[config.mk]
export PLATFORM = sky130hd
export DESIGN_NAME = aluctrl_seq
export DESIGN_NICKNAME = d
export VERILOG_FILES = /design/src/rtl/aluctrl_pkg.sv /design/src/rtl/aluctrl_dec.sv /design/src/rtl/aluctrl_seq.sv
export SDC_FILE = /design/constraint.sdc
export NUM_CORES = 1
export LEC_CHECK = 0
export CAP_MARGIN = 10
export CORE_ASPECT_RATIO = 0.5
export CORE_MARGIN = 10
export CORE_UTILIZATION = 60
export CTS_CLUSTER_DIAMETER = 100
export CTS_CLUSTER_SIZE = 12
export DETAILED_ROUTE_END_ITERATION = 6
export PLACE_DENSITY = 0.95
export SYNTH_ARGS = -nofsm -noshare
export SYNTH_HDL_FRONTEND = slang
export SYNTH_HIERARCHICAL = 1
export SYNTH_SLANG_ARGS = --single-unit
export TNS_END_PERCENT = 1
[constraint.sdc]
create_clock -name clk -period 6.4 [get_ports clk]
set_input_delay 0.96 -clock clk [delete_from_list [all_inputs] [get_ports clk]]
set_output_delay 0.96 -clock clk [all_outputs]
set_load 0.01 [all_outputs]
[src/rtl/aluctrl_pkg.sv]
// rtl/aluctrl_pkg.sv - ALU control codes, ALUop/funct constants and FSM types for aluctrl_seq
package aluctrl_pkg;

    localparam logic [5:0] ALU_AND   = 6'h00;
    localparam logic [5:0] ALU_OR    = 6'h01;
    localparam logic [5:0] ALU_ADD   = 6'h02;
    localparam logic [5:0] ALU_ADDU  = 6'h03;
    localparam logic [5:0] ALU_XOR   = 6'h04;
    localparam logic [5:0] ALU_SUB   = 6'h06;
    localparam logic [5:0] ALU_SLT   = 6'h07;
    localparam logic [5:0] ALU_SLTU  = 6'h08;
    localparam logic [5:0] ALU_LUI   = 6'h09;
    // Each shift family is laid out as 1-op, 2-op, 8-op on consecutive codes.
    localparam logic [5:0] ALU_SLL1  = 6'h0A;
    localparam logic [5:0] ALU_SRL1  = 6'h0D;
    localparam logic [5:0] ALU_SRA1  = 6'h10;
    localparam logic [5:0] ALU_MULTU = 6'h13;
    localparam logic [5:0] ALU_CLIP  = 6'h30;
    localparam logic [5:0] ALU_DIV   = 6'h34;

    localparam logic [4:0] AOP_MEM   = 5'd0;
    localparam logic [4:0] AOP_BEQ   = 5'd1;
    localparam logic [4:0] AOP_RTYPE = 5'd2;
    localparam logic [4:0] AOP_ADDIU = 5'd3;
    localparam logic [4:0] AOP_ANDI  = 5'd4;
    localparam logic [4:0] AOP_ORI   = 5'd5;
    localparam logic [4:0] AOP_XORI  = 5'd6;
    localparam logic [4:0] AOP_SLTI  = 5'd7;
    localparam logic [4:0] AOP_SLTIU = 5'd8;
    localparam logic [4:0] AOP_LUI   = 5'd9;

    localparam logic [5:0] F_SLL   = 6'h00;
    localparam logic [5:0] F_SRL   = 6'h02;
    localparam logic [5:0] F_SRA   = 6'h03;
    localparam logic [5:0] F_MFHI  = 6'h10;
    localparam logic [5:0] F_MFLO  = 6'h12;
    localparam logic [5:0] F_MULTU = 6'h19;
    localparam logic [5:0] F_ADD   = 6'h20;
    localparam logic [5:0] F_ADDU  = 6'h21;
    localparam logic [5:0] F_SUBU  = 6'h23;
    localparam logic [5:0] F_AND   = 6'h24;
    localparam logic [5:0] F_OR    = 6'h25;
    localparam logic [5:0] F_XOR   = 6'h26;
    localparam logic [5:0] F_SLT   = 6'h2A;
    localparam logic [5:0] F_SLTU  = 6'h2B;
    localparam logic [5:0] F_DIV   = 6'h30;
    localparam logic [5:0] F_CLIP  = 6'h34;

    typedef enum logic [1:0] {ST_IDLE, ST_SHIFT, ST_WAIT} state_e;
    typedef enum logic [1:0] {CLS_SINGLE, CLS_SHIFT, CLS_MULDIV} op_class_e;

    function automatic int max3(input int a, input int b, input int c);
        int m;
        m = (a > b) ? a : b;
        return (m > c) ? m : c;
    endfunction

endpackage

[src/rtl/aluctrl_dec.sv]
// rtl/aluctrl_dec.sv - combinational decode of ALUop/funct/Shamt into first code, class and step counts
// The divide decode exists only when ALUCTRL_SEQ_DIV_EN is defined.
module aluctrl_dec
    import aluctrl_pkg::*;
#(
    parameter int CNT_W      = 6,
    parameter int MUL_CYCLES = 4
`ifdef ALUCTRL_SEQ_DIV_EN
    ,
    parameter int DIV_CYCLES = 33
`endif
) (
    input  logic [4:0]       alu_op_i,
    input  logic [5:0]       funct_i,
    input  logic [4:0]       shamt_i,
    output logic [5:0]       code_o,
    output op_class_e        class_o,
    output logic [5:0]       sh_base_o,
    output logic [1:0]       sh_a_o,
    output logic [1:0]       sh_b_o,
    output logic             sh_c_o,
    output logic [CNT_W-1:0] wait_rem_o
);

    // Cycles remaining after the issue cycle.
    localparam logic [CNT_W-1:0] MUL_REM = CNT_W'(MUL_CYCLES - 1);
`ifdef ALUCTRL_SEQ_DIV_EN
    localparam logic [CNT_W-1:0] DIV_REM = CNT_W'(DIV_CYCLES - 1);
`endif

    logic [5:0] base;

    always_comb begin
        code_o     = ALU_AND;
        class_o    = CLS_SINGLE;
        base       = ALU_SLL1;
        wait_rem_o = '0;
        sh_a_o     = shamt_i[4:3];
        sh_b_o     = shamt_i[2:1];
        sh_c_o     = shamt_i[0];
        case (alu_op_i)
            AOP_MEM:   code_o = ALU_ADD;
            AOP_BEQ:   code_o = ALU_SUB;
            AOP_ADDIU: code_o = ALU_ADDU;
            AOP_ANDI:  code_o = ALU_AND;
            AOP_ORI:   code_o = ALU_OR;
            AOP_XORI:  code_o = ALU_XOR;
            AOP_SLTI:  code_o = ALU_SLT;
            AOP_SLTIU: code_o = ALU_SLTU;
            AOP_LUI:   code_o = ALU_LUI;
            AOP_RTYPE: begin
                case (funct_i)
                    F_ADD:  code_o = ALU_ADD;
                    F_ADDU: code_o = ALU_ADDU;
                    F_SUBU: code_o = ALU_SUB;
                    F_AND:  code_o = ALU_AND;
                    F_OR:   code_o = ALU_OR;
                    F_XOR:  code_o = ALU_XOR;
                    F_SLT:  code_o = ALU_SLT;
                    F_SLTU: code_o = ALU_SLTU;
                    F_CLIP: code_o = ALU_CLIP;
                    F_MFHI, F_MFLO: code_o = ALU_AND;
                    F_SLL, F_SRL, F_SRA: begin
                        base = (funct_i == F_SLL) ? ALU_SLL1 :
                               (funct_i == F_SRL) ? ALU_SRL1 : ALU_SRA1;
                        // Shamt 0 stays a plain single-cycle 0x00.
                        if (shamt_i != 5'd0) begin
                            class_o = CLS_SHIFT;
                            if (shamt_i[4:3] != 2'd0)
                                code_o = base + 6'd2;
                            else if (shamt_i[2:1] != 2'd0)
                                code_o = base + 6'd1;
                            else
                                code_o = base;
                        end
                    end
                    F_MULTU: begin
                        code_o     = ALU_MULTU;
                        class_o    = CLS_MULDIV;
                        wait_rem_o = MUL_REM;
                    end
`ifdef ALUCTRL_SEQ_DIV_EN
                    F_DIV: begin
                        code_o     = ALU_DIV;
                        class_o    = CLS_MULDIV;
                        wait_rem_o = DIV_REM;
                    end
`endif
                    default: code_o = ALU_AND;
                endcase
            end
            default: code_o = ALU_AND;
        endcase
        sh_base_o = base;
    end

endmodule

[src/rtl/aluctrl_seq.sv]
// rtl/aluctrl_seq.sv - sequenced ALU controller: shift stepping, mul/div hold and valid/ready stall
// Divide support is built only when ALUCTRL_SEQ_DIV_EN is defined.
module aluctrl_seq
    import aluctrl_pkg::*;
#(
    parameter int CTRL_W     = 6,
    parameter int MUL_CYCLES = 4,
    parameter int DIV_CYCLES = 33
) (
    input  logic              clk,
    input  logic              rst,
    input  logic              valid_i,
    input  logic [4:0]        ALUop,
    input  logic [5:0]        functionCode,
    input  logic [4:0]        Shamt,
    output logic              ready_o,
    output logic [CTRL_W-1:0] ALUctrl,
    output logic              step_valid_o,
    output logic              feedback_o,
    output logic              last_o,
    output logic              stall_o
);

    localparam int CNT_W = $clog2(max3(MUL_CYCLES, DIV_CYCLES, 8));

    state_e            state_q;
    logic [CTRL_W-1:0] ctrl_q;
    logic              step_valid_q, feedback_q, last_q;
    logic [5:0]        sh_base_q;
    logic [1:0]        cnt8_q, cnt2_q;
    logic              cnt1_q;
    logic [CNT_W-1:0]  wait_q;

    logic [5:0]        dec_code, dec_base;
    op_class_e         dec_class;
    logic [1:0]        dec_a, dec_b;
    logic              dec_c;
    logic [CNT_W-1:0]  dec_wait;

    aluctrl_dec #(
        .CNT_W      (CNT_W),
        .MUL_CYCLES (MUL_CYCLES)
`ifdef ALUCTRL_SEQ_DIV_EN
        ,
        .DIV_CYCLES (DIV_CYCLES)
`endif
    ) u_dec (
        .alu_op_i   (ALUop),
        .funct_i    (functionCode),
        .shamt_i    (Shamt),
        .code_o     (dec_code),
        .class_o    (dec_class),
        .sh_base_o  (dec_base),
        .sh_a_o     (dec_a),
        .sh_b_o     (dec_b),
        .sh_c_o     (dec_c),
        .wait_rem_o (dec_wait)
    );

    logic accept;
    assign ready_o = (state_q == ST_IDLE) || last_q;
    assign stall_o = ~ready_o;
    assign accept  = valid_i && ready_o;

    // Step counts left after the first step of a newly accepted shift.
    logic [1:0] acc_cnt8_d, acc_cnt2_d;
    logic       acc_cnt1_d, acc_more;
    always_comb begin
        acc_cnt8_d = dec_a;
        acc_cnt2_d = dec_b;
        acc_cnt1_d = dec_c;
        if (dec_a != 2'd0)
            acc_cnt8_d = dec_a - 2'd1;
        else if (dec_b != 2'd0)
            acc_cnt2_d = dec_b - 2'd1;
        else
            acc_cnt1_d = 1'b0;
        acc_more = (acc_cnt8_d != 2'd0) || (acc_cnt2_d != 2'd0) || acc_cnt1_d;
    end

    // Next shift step while in SHIFT: largest remaining granule first.
    logic [5:0] sh_code_d;
    logic [1:0] cnt8_d, cnt2_d;
    logic       cnt1_d, sh_last;
    always_comb begin
        sh_code_d = sh_base_q;
        cnt8_d    = cnt8_q;
        cnt2_d    = cnt2_q;
        cnt1_d    = cnt1_q;
        if (cnt8_q != 2'd0) begin
            sh_code_d = sh_base_q + 6'd2;
            cnt8_d    = cnt8_q - 2'd1;
        end else if (cnt2_q != 2'd0) begin
            sh_code_d = sh_base_q + 6'd1;
            cnt2_d    = cnt2_q - 2'd1;
        end else begin
            cnt1_d = 1'b0;
        end
        sh_last = (cnt8_d == 2'd0) && (cnt2_d == 2'd0) && !cnt1_d;
    end

    always_ff @(posedge clk) begin
        if (rst) begin
            state_q      <= ST_IDLE;
            ctrl_q       <= '0;
            step_valid_q <= 1'b0;
            feedback_q   <= 1'b0;
            last_q       <= 1'b0;
            sh_base_q    <= '0;
            cnt8_q       <= '0;
            cnt2_q       <= '0;
            cnt1_q       <= 1'b0;
            wait_q       <= '0;
        end else if (accept) begin
            ctrl_q       <= CTRL_W'(dec_code);
            step_valid_q <= 1'b1;
            feedback_q   <= 1'b0;
            sh_base_q    <= dec_base;
            cnt8_q       <= acc_cnt8_d;
            cnt2_q       <= acc_cnt2_d;
            cnt1_q       <= acc_cnt1_d;
            wait_q       <= dec_wait;
            if (dec_class == CLS_SHIFT && acc_more) begin
                state_q <= ST_SHIFT;
                last_q  <= 1'b0;
            end else if (dec_class == CLS_MULDIV && dec_wait != '0) begin
                state_q <= ST_WAIT;
                last_q  <= 1'b0;
            end else begin
                state_q <= ST_IDLE;
                last_q  <= 1'b1;
            end
        end else begin
            // The FSM returns to IDLE on the edge that presents the final cycle.
            case (state_q)
                ST_SHIFT: begin
                    ctrl_q       <= CTRL_W'(sh_code_d);
                    step_valid_q <= 1'b1;
                    feedback_q   <= 1'b1;
                    cnt8_q       <= cnt8_d;
                    cnt2_q       <= cnt2_d;
                    cnt1_q       <= cnt1_d;
                    last_q       <= sh_last;
                    if (sh_last)
                        state_q <= ST_IDLE;
                end
                ST_WAIT: begin
                    step_valid_q <= 1'b0;
                    feedback_q   <= 1'b0;
                    wait_q       <= wait_q - CNT_W'(1);
                    last_q       <= (wait_q == CNT_W'(1));
                    if (wait_q == CNT_W'(1))
                        state_q <= ST_IDLE;
                end
                default: begin
                    step_valid_q <= 1'b0;
                    feedback_q   <= 1'b0;
                    last_q       <= 1'b0;
                end
            endcase
        end
    end

    assign ALUctrl      = ctrl_q;
    assign step_valid_o = step_valid_q;
    assign feedback_o   = feedback_q;
    assign last_o       = last_q;

endmodule

== Yosys cells after proc, flatten, opt, wreduce, memory -nomap -nowiden ==
Index checks and enable logic that the tools add are counted.

* Equal/unequal tests: 26
* $mul: 0
* Shift operators: 0
* Bitwise logic cells: 1
* Magnitude comparators: 0
* Divide/modulo/power cells: 0
* Multiplexer cells: 48
* Add/sub/neg operators: 9
* Reductions and logical operators: 28

{| class="wikitable"
|+ Operators with widths
! operator !! count
|-
| $mux W6 || 13
|-
| $pmux W6 S10 || 1
|-
| $pmux W6 S9 || 1
|-
| $eq A6 B6 Y1 const B || 8
|-
| $mux W2 || 17
|-
| $reduce_bool A2 Y1 || 8
|-
| $eq A5 B3 Y1 const B || 3
|-
| $add A6 B1 Y6 const B || 2
|-
| $add A6 B2 Y6 const B || 2
|-
| $eq A6 B2 Y1 const B || 2
|-
| $mux W1 || 12
|-
| $eq A5 B2 Y1 const B || 2
|-
| $eq A5 B4 Y1 const B || 2
|-
| $pmux W2 S2 || 2
|-
| $sub A2 B1 Y2 const B || 4
|-
| $eq A6 B1 Y1 const B || 1
|-
| $eq A6 B5 Y1 const B || 1
|-
| $logic_not A2 Y1 || 3
|-
| $logic_not A6 Y1 || 1
|-
| $ne A3 B3 Y1 const B || 2
|-
| $reduce_bool A6 Y1 || 1
|-
| $sub A6 B1 Y6 const B || 1
|-
| $eq A5 B1 Y1 const B || 1
|-
| $logic_and A1 B1 Y1 || 5
|-
| other kinds (13) || 17
|}

* Memories: 0
* Logic and storage cells: 122
* Bits in latches: 0
* Register bits after elaboration: 28
* Bits in read-only memories: 0
* Input port bits: 19
* Output and inout port bits: 11
* Memory bits (writable): 0

== Logic depth before layout (Yosys ltp) ==
Gate-level depths: netlist of run 1.

* Word-level depth: 10
* Depth in mapped cells: 8
* Depth with buffers taken out: 7

== Cells and area by module ==
Netlist of run 1, hierarchy kept.

{| class="wikitable"
|+ Modules (own cells, without submodules)
! module !! seq. area each (um^2) !! area an instance (um^2) !! cells an instance !! instances
|-
| aluctrl_seq || 560.5 || 1594.0 || 186 || 1
|-
| aluctrl_dec || 0.0 || 616.8 || 98 || 1
|}

== Least setup slack after synthesis of run 1 ==
OpenSTA, ideal clock, no wires.

* Kind: input to register
* Start point: input ALUop[2]
* End point: register last_q (netlist: last_o)
* Setup time: 116 ps
* Stages on the path: 8
* Arrival time: 2668 ps
* Path slack: 3616 ps
* Cells stage by stage: nand2b_1 or4_1 nor4_1 buf_4 nor4_1 a211oi_1 nor2_1 a31o_1

* Cells in the longest elaborated chain, start to end: 7
* Elaborated cells between the ends (all ways): 11
* Classes of those cells: 3 x eq/ne; 5 x mux; 3 x reduce/logical

{| class="wikitable"
|+ RTL lines
! item !! RTL line !! RTL
|-
| start: declaration || aluctrl_seq.sv:13 || <nowiki>input logic [4:0] ALUop,</nowiki>
|-
| $eq A5 B2 Y1 || aluctrl_dec.sv:41 || <nowiki>case (alu_op_i)</nowiki>
|-
| $mux W6 || aluctrl_dec.sv:41 ||
|-
| net dec_wait[0] || aluctrl_seq.sv:38 || <nowiki>logic [CNT_W-1:0] dec_wait;</nowiki>
|-
| $reduce_bool A6 Y1 || aluctrl_seq.sv:126 || <nowiki>end else if (dec_class == CLS_MULDIV && dec_wait != '0) begin</nowiki>
|-
| $logic_and A1 B1 Y1 || aluctrl_seq.sv:126 ||
|-
| $mux W1 || aluctrl_seq.sv:126 ||
|-
| $mux W1 || aluctrl_seq.sv:123 || <nowiki>if (dec_class == CLS_SHIFT && acc_more) begin</nowiki>
|-
| $mux W1 || aluctrl_seq.sv:114 || <nowiki>end else if (accept) begin</nowiki>
|-
| end signal: assignment || aluctrl_seq.sv:143 || <nowiki>last_q <= sh_last;</nowiki>
|-
| end signal: assignment || aluctrl_seq.sv:151 || <nowiki>last_q <= (wait_q == CNT_W'(1));</nowiki>
|-
| end: declaration || aluctrl_seq.sv:28 || <nowiki>logic step_valid_q, feedback_q, last_q;</nowiki>
|}

The timed path passes the listed nets, and every way through them passes these cells.
A chain may end at the register's enable or synchronous reset.

== Worst setup path in the final report of run 1 ==
* Start point: input ALUop[0]
* End point: register last_q (netlist: last_o)

The elaborated chain is that of the path after synthesis.

==> impl_metrics.toml, run 1 <==
[status]
outcome = "finished, final reports clean"

[clock_network]
worstSkewPairLatency_ns = 0.28
cts_resized = 0
cts.reportedPaths.clkPinSlew_ns = 0.10
cts.sinks = 28
cts_tree = "yes"
ctsHtreeMaxLevel = 1
post_cts_buffers = 0
cts_hold_buf = 0
cts_made_buffers = 3
cts_root_buf = "clkbuf_8"
clockBufferDepth = 2

[finish]
mostFrequentLayoutCells = "clkdlybuf4s50_1, dfxtp_1, nor2_1"
final_common_cell = "clkdlybuf4s50_1"
num-nets-final = 318
area_growth_pct = 11.5
diodes = 0
drive_above_1_share = 0.0687

[worst_setup_path]
cp_slowest_stage_delay_ns = 0.83
cp_data_arrival_time_ns = 3.67
crit_type = "in -> reg"
crit_family = "simple AND/OR/NAND/NOR gates"
crit_end = "last_o$_SDFF_PP0_"
reg2reg_depth = 5
r2r-start = "state_q[0]$_SDFFE_PP0P_"
cpMaxStageDelayCell = "nor4_1"
cp-end-kind = "flop"
startpoint_type = "input pin"
path_buf_inv = 1
reg2reg_slack_ns = 4.14
path_max_fanout = 7
worstPathCellList = "clkdlybuf4s50_1, or4_1, nor4_1, nor2_1, a211oi_1, nor2_1, a31o_1"
crit_cells = 7
cpMostUsedCell = "nor2_1"
reg2reg_to = "ALUctrl[2]$_SDFFE_PP0P_"
critical_path.startpoint = "ALUop[0]"
worstPathRequired_ns = 6.58

[routing]
ant_nets = 0
dr_total_vias = 2145
routedWlPerCell_um = 16.7
first_iter_violations = 234
drc = 0
dr.pass1.iters = 5
drt-vias-per-instance = 6.27
wl_um = 5720

[timing]
min_period_over_period = 0.545
slew_viol_final = 0
max_freq_mhz = 287
finalSetupViolCount = 0
period_needed_ns = 3.49
slew_headroom = 0.239
rsz0062_at_grt = "no"
hold_viol = 0
worstMarginPinSlew_ns = 1.14
clock_skew_ns = 0.00200
final.setup.tns_ns = 0

[logic_synthesis]
synth_xor_area_frac = 0.0396
synth_compound_area_frac = 0.252
synthCells = 284
synth_edf_count = 0
ys.flop_type = "dfxtp_1"
synth_top_family_by_area = "simple AND/OR/NAND/NOR gates"
ys.warnings.count = 6
ys_types = 68
avgSynthCellArea_um2 = 7.78
synthSimpleGateAreaFrac = 0.264
synth_seq_cells = 28
synthArstFlopShare = 0
synth_area_mm2 = 0.00221
synth.area.mux_share = 0.0238
synth_seq_area_share = 0.254
synthAdderAreaFrac = 0.0492

[floorplanning]
row_count = 15
pin_count = 30
initial_utilization = 0.633
die_h_um = 62.9
die_w_um = 106
coreArea_mm2 = 0.00349
design.die.area_mm2 = 0.00666

[global_routing]
grt_pass1_vias = 1951
grt_pass1_wl_um = 9270
track_usage = 0.163
antenna_found_initial = 0
grt_max_degree = 31
grt-ovfl-total = 0

[placement]
finalWeightedCongestion = 0.900
post-dp-hpwl_um = 4090
io_buffers = 29

[power_and_ir_drop]
p_total_mw = 0.425
leakage_nw = 0.840
p_per_area_mw_per_mm2 = 172
peakVddDrop_v = 0.0000936

[hold_path]
hp-class = "reg -> reg"

[run]
maxCapViolCount = 0
[tightest hold or removal path, stage by stage (launching register included)]
cell and delay, ns:
dfxtp_1 0.34, nand2_1 0.06, a21oi_1 0.05
[how the worst min path moves through the flow]
stage	startpoint	end	slack, ns	cells past startpoint
floorplan	sh_base_q[5]$_SDFFE_PP0P_	sh_base_q[5]$_SDFFE_PP0P_	0.45	2
global placement	sh_base_q[5]$_SDFFE_PP0P_	sh_base_q[5]$_SDFFE_PP0P_	0.46	2
detailed placement	sh_base_q[5]$_SDFFE_PP0P_	sh_base_q[5]$_SDFFE_PP0P_	0.47	2
CTS	sh_base_q[5]$_SDFFE_PP0P_	sh_base_q[5]$_SDFFE_PP0P_	0.48	2
global route	sh_base_q[5]$_SDFFE_PP0P_	sh_base_q[5]$_SDFFE_PP0P_	0.52	2
finish	sh_base_q[5]$_SDFFE_PP0P_	sh_base_q[5]$_SDFFE_PP0P_	0.49	2
[through the flow]
step	instance area [µm²]	std cells	util	hold slack, ns	worst slack, ns
final	2470	342	0.706	0.485	2.91
after global routing	2470	342	0.706	0.522	2.82
after CTS	2470	342	0.706	0.483	3.02
after detailed placement	2390	338	0.686	0.470	2.73
after global placement	2390	338	0.686	0.463	2.90
after floorplan	2230	288	-	0.448	3.62
[state kept, by name, indices dropped and copies added (netlist names)]
register	count
cnt8_q	2
last_o	1
ALUctrl	6
wait_q	6
cnt2_q	2
feedback_o	1
sh_base_q	6
step_valid_o	1
cnt1_q	1
state_q	2
[synth_stat cells, types with 2 or more instances]
cell type / n / area, µm²
dfxtp_1: 28 / 561
nor2_1: 25 / 93.8
nand2_1: 22 / 82.6
a21oi_1: 17 / 85.1
inv_1: 16 / 60.1
buf_4: 14 / 105
clkbuf_1: 9 / 33.8
o21ai_0: 9 / 45.0
a211oi_1: 8 / 60.1
nand2b_1: 8 / 50.1
o21ai_1: 8 / 40.0
ha_1: 7 / 87.6
nand3_1: 7 / 35.0
nor4_1: 7 / 43.8
xnor2_1: 7 / 61.3
nor3_1: 6 / 30.0
nor3b_1: 5 / 37.5
buf_2: 4 / 20.0
nand3b_1: 4 / 30.0
o211ai_1: 4 / 30.0
o22ai_1: 4 / 25.0
buf_6: 3 / 33.8
mux2i_1: 3 / 30.0
nor4b_1: 3 / 26.3
o2111ai_1: 3 / 26.3
o41ai_2: 3 / 48.8
or2_2: 3 / 18.8
xor2_1: 3 / 26.3
a31oi_1: 2 / 12.5
nor2b_1: 2 / 12.5
o21a_1: 2 / 15.0
o22a_1: 2 / 17.5
[routing by layer]
metal / wire length [µm] / global-route usage / up-vias
met2: 2750 / 0.290 / 112
met5: 0 / 0 / -
met1: 2470 / 0.194 / 989
met4: 78 / 0.0470 / 0
met3: 426 / 0.0298 / 13
li1: - / - / 1031
[area by class of cell]
cell class | count | area (µm²)
clock buffers | 3 | 41.3
clock inverters | 1 | 30.0
fillers | 271 | 1020
inverters | 16 | 60.1
multi-input cells | 213 | 1410
flip-flops and latches | 28 | 561
well taps | 51 | 63.8
repair buffers | 30 | 298
[kinds of logic after synthesis]
group	Yosys count
AND/OR/NAND/NOR	105
buffers and inverters	47
XOR/XNOR	10
multiplexers	5
AO/OA/AOI/OAI	79
adder cells (fa/ha/maj)	9
other	1
flip-flops	28
[power breakdown]
group          switching (mW)  internal, mW  total, mW  leakage (nW)
Clock                  0.0570        0.0839      0.141        0.0357
Sequential            0.00974         0.183      0.193         0.229
Combinational          0.0523        0.0395     0.0918         0.575
Total                   0.119         0.306      0.425         0.840
Power figures use the tool's default switching activity.
==> run 2: changes to the inputs <==
- CORE_UTILIZATION: 60 -> 50
- PLACE_DENSITY: 0.95 -> 0.89
- clock period: 6.4 -> 2.95 ns (I/O delays scaled with it)
==> run 2 against run 1 <==
Net effect:
- flip-flop and latch count unchanged
- routed wire length decreased by 0.84%
- non-clock buffer count increased by 10
- sequential share of layout area decreased by 0.44 points
- critical endpoint unchanged
- largest cell class unchanged
==> impl_metrics.toml, run 2 (synthesis gave the netlist of run 1 again) <==
[timing]
min_period_over_period = 0.869
slew_viol_final = 0
worstMarginPinSlew_ns = 0.809
max_freq_mhz = 390
slew_headroom = 0.460
worst_slack_ns = 0.386
clock_skew_ns = 0.00394
final.setup.tns_ns = 0
period_needed_ns = 2.56
finalSetupViolCount = 0
hold_viol = 0
rsz0062_at_grt = "no"

[worst_setup_path]
startpoint_type = "input pin"
worstPathRequired_ns = 3.12
cp_data_arrival_time_ns = 2.73
path_max_fanout = 6
crit_type = "in -> reg"
cp-end-kind = "flop"

[placement]
io_buffers = 29
place_area_mm2 = 0.00247
post-dp-hpwl_um = 4330
place_inst = 351
dp_slack_ns = 0.122
finalWeightedCongestion = 0.916

[finish]
final_common_cell = "clkdlybuf4s50_1"
diodes = 0
nFillCells = 352
layout.cells.non_filler = 354
area_growth_pct = 13.8
drive_above_1_share = 0.0967
num-nets-final = 328
mostFrequentLayoutCells = "clkdlybuf4s50_1, dfxtp_1, nor2_1"
final_area_mm2 = 0.00251

[floorplanning]
pin_count = 30
initial_utilization = 0.541
row_count = 16
coreArea_mm2 = 0.00408
design.die.area_mm2 = 0.00764
die_h_um = 67.0
die_w_um = 114

[global_routing]
track_usage = 0.149
grt_max_degree = 27
grt_pass1_wl_um = 9650
grt_pass1_vias = 2087
grt-ovfl-total = 0
antenna_found_initial = 0

[routing]
drt-vias-per-instance = 5.84
ant_nets = 0
dr.pass1.iters = 5
drc = 0
wl_um = 5680
first_iter_violations = 131
dr_total_vias = 2067
routedWlPerCell_um = 16.0

[power_and_ir_drop]
seqPwrFrac = 0.507
p_total_mw = 0.825
peakVddDrop_v = 0.000196
leakage_nw = 0.875
power_frac_comb = 0.250
p_per_area_mw_per_mm2 = 328
clkPwrFrac = 0.244
netSwitchingFraction = 0.297
intPower_mw = 0.581
p_switching_mw = 0.245

[run]
maxCapViolCount = 0

[clock_network]
cts_root_buf = "clkbuf_8"
cts_hold_buf = 0
cts.sinks = 28
cts_resized = 0
clockBufferDepth = 2
worstSkewPairLatency_ns = 0.27
cts.reportedPaths.clkPinSlew_ns = 0.08
post_cts_buffers = 0
cts_tree = "yes"
ctsHtreeMaxLevel = 1
cts_made_buffers = 3

[status]
outcome = "finished, final reports clean"

[hold_path]
hp-class = "reg -> reg"
## run 2: changes by cell type in the layout (fill, tap and decap cells not counted), sizes merged
cell    before  now
buf          1   11
bufinv       1    0
## run 2: final timing paths
path / startpoint / end / slack (ns) / cells past startpoint
max: ALUop[4] / last_o$_SDFF_PP0_ / 0.39 / 8
min: cnt1_q$_SDFFE_PP0P_ / cnt1_q$_SDFFE_PP0P_ / 0.49 / 2
max reg2reg: state_q[1]$_SDFFE_PP0P_ / cnt8_q[0]$_SDFFE_PP0P_ / 0.96 / 7
min reg2reg: cnt1_q$_SDFFE_PP0P_ / cnt1_q$_SDFFE_PP0P_ / 0.49 / 2
## run 2: power by group through the flow
stage	Sequential, mW	Combinational, mW	Clock (mW)
2_1_floorplan	0.420	0.143	0
3_3_place_gp	0.424	0.194	0
3_5_place_dp	0.426	0.201	0
4_1_cts	0.417	0.203	0.204
5_1_grt	0.421	0.226	0.222
6_report	0.418	0.206	0.201
## run 2: metal layers
layer	track usage	vias up	share of wire
met5	0	-	0
met4	0.0559	0	0.012
met3	0.0232	6	0.051
met2	0.253	55	0.47
met1	0.186	960	0.46
li1	-	1046	-
## run 2: cell type report
type / instances / area, µm² / share of cell area
multi-input combinational: 213 / 1410 / 0.562
timing repair buffer: 40 / 373 / 0.148
inverter: 16 / 60.1 / 0.0239
sequential: 28 / 561 / 0.223
clock buffer: 3 / 41.3 / 0.0164
tap: 54 / 67.6 / 0.0269
## run 2: through the flow
stage | util | hold WS, ns
floorplan | - | 0.448
global placement | 0.606 | 0.456
detailed placement | 0.606 | 0.480
CTS | 0.616 | 0.490
global route | 0.616 | 0.502
finish | 0.616 | 0.489
## run 2: worst max-delay path, stage by stage
cell and delay, ns:
clkdlybuf4s50_1 0.48, or4_1 0.66, nor4_1 0.36, buf_4 0.19
nor4_1 0.04, a211oi_1 0.22, nor2_1 0.09, a31o_1 0.24
==> run 3: changes to the inputs <==
- HOLD_SLACK_MARGIN: default -> 0.02
==> results of run 3 <==
No change in the layout: final DEF, timing and power equal those of run 2.
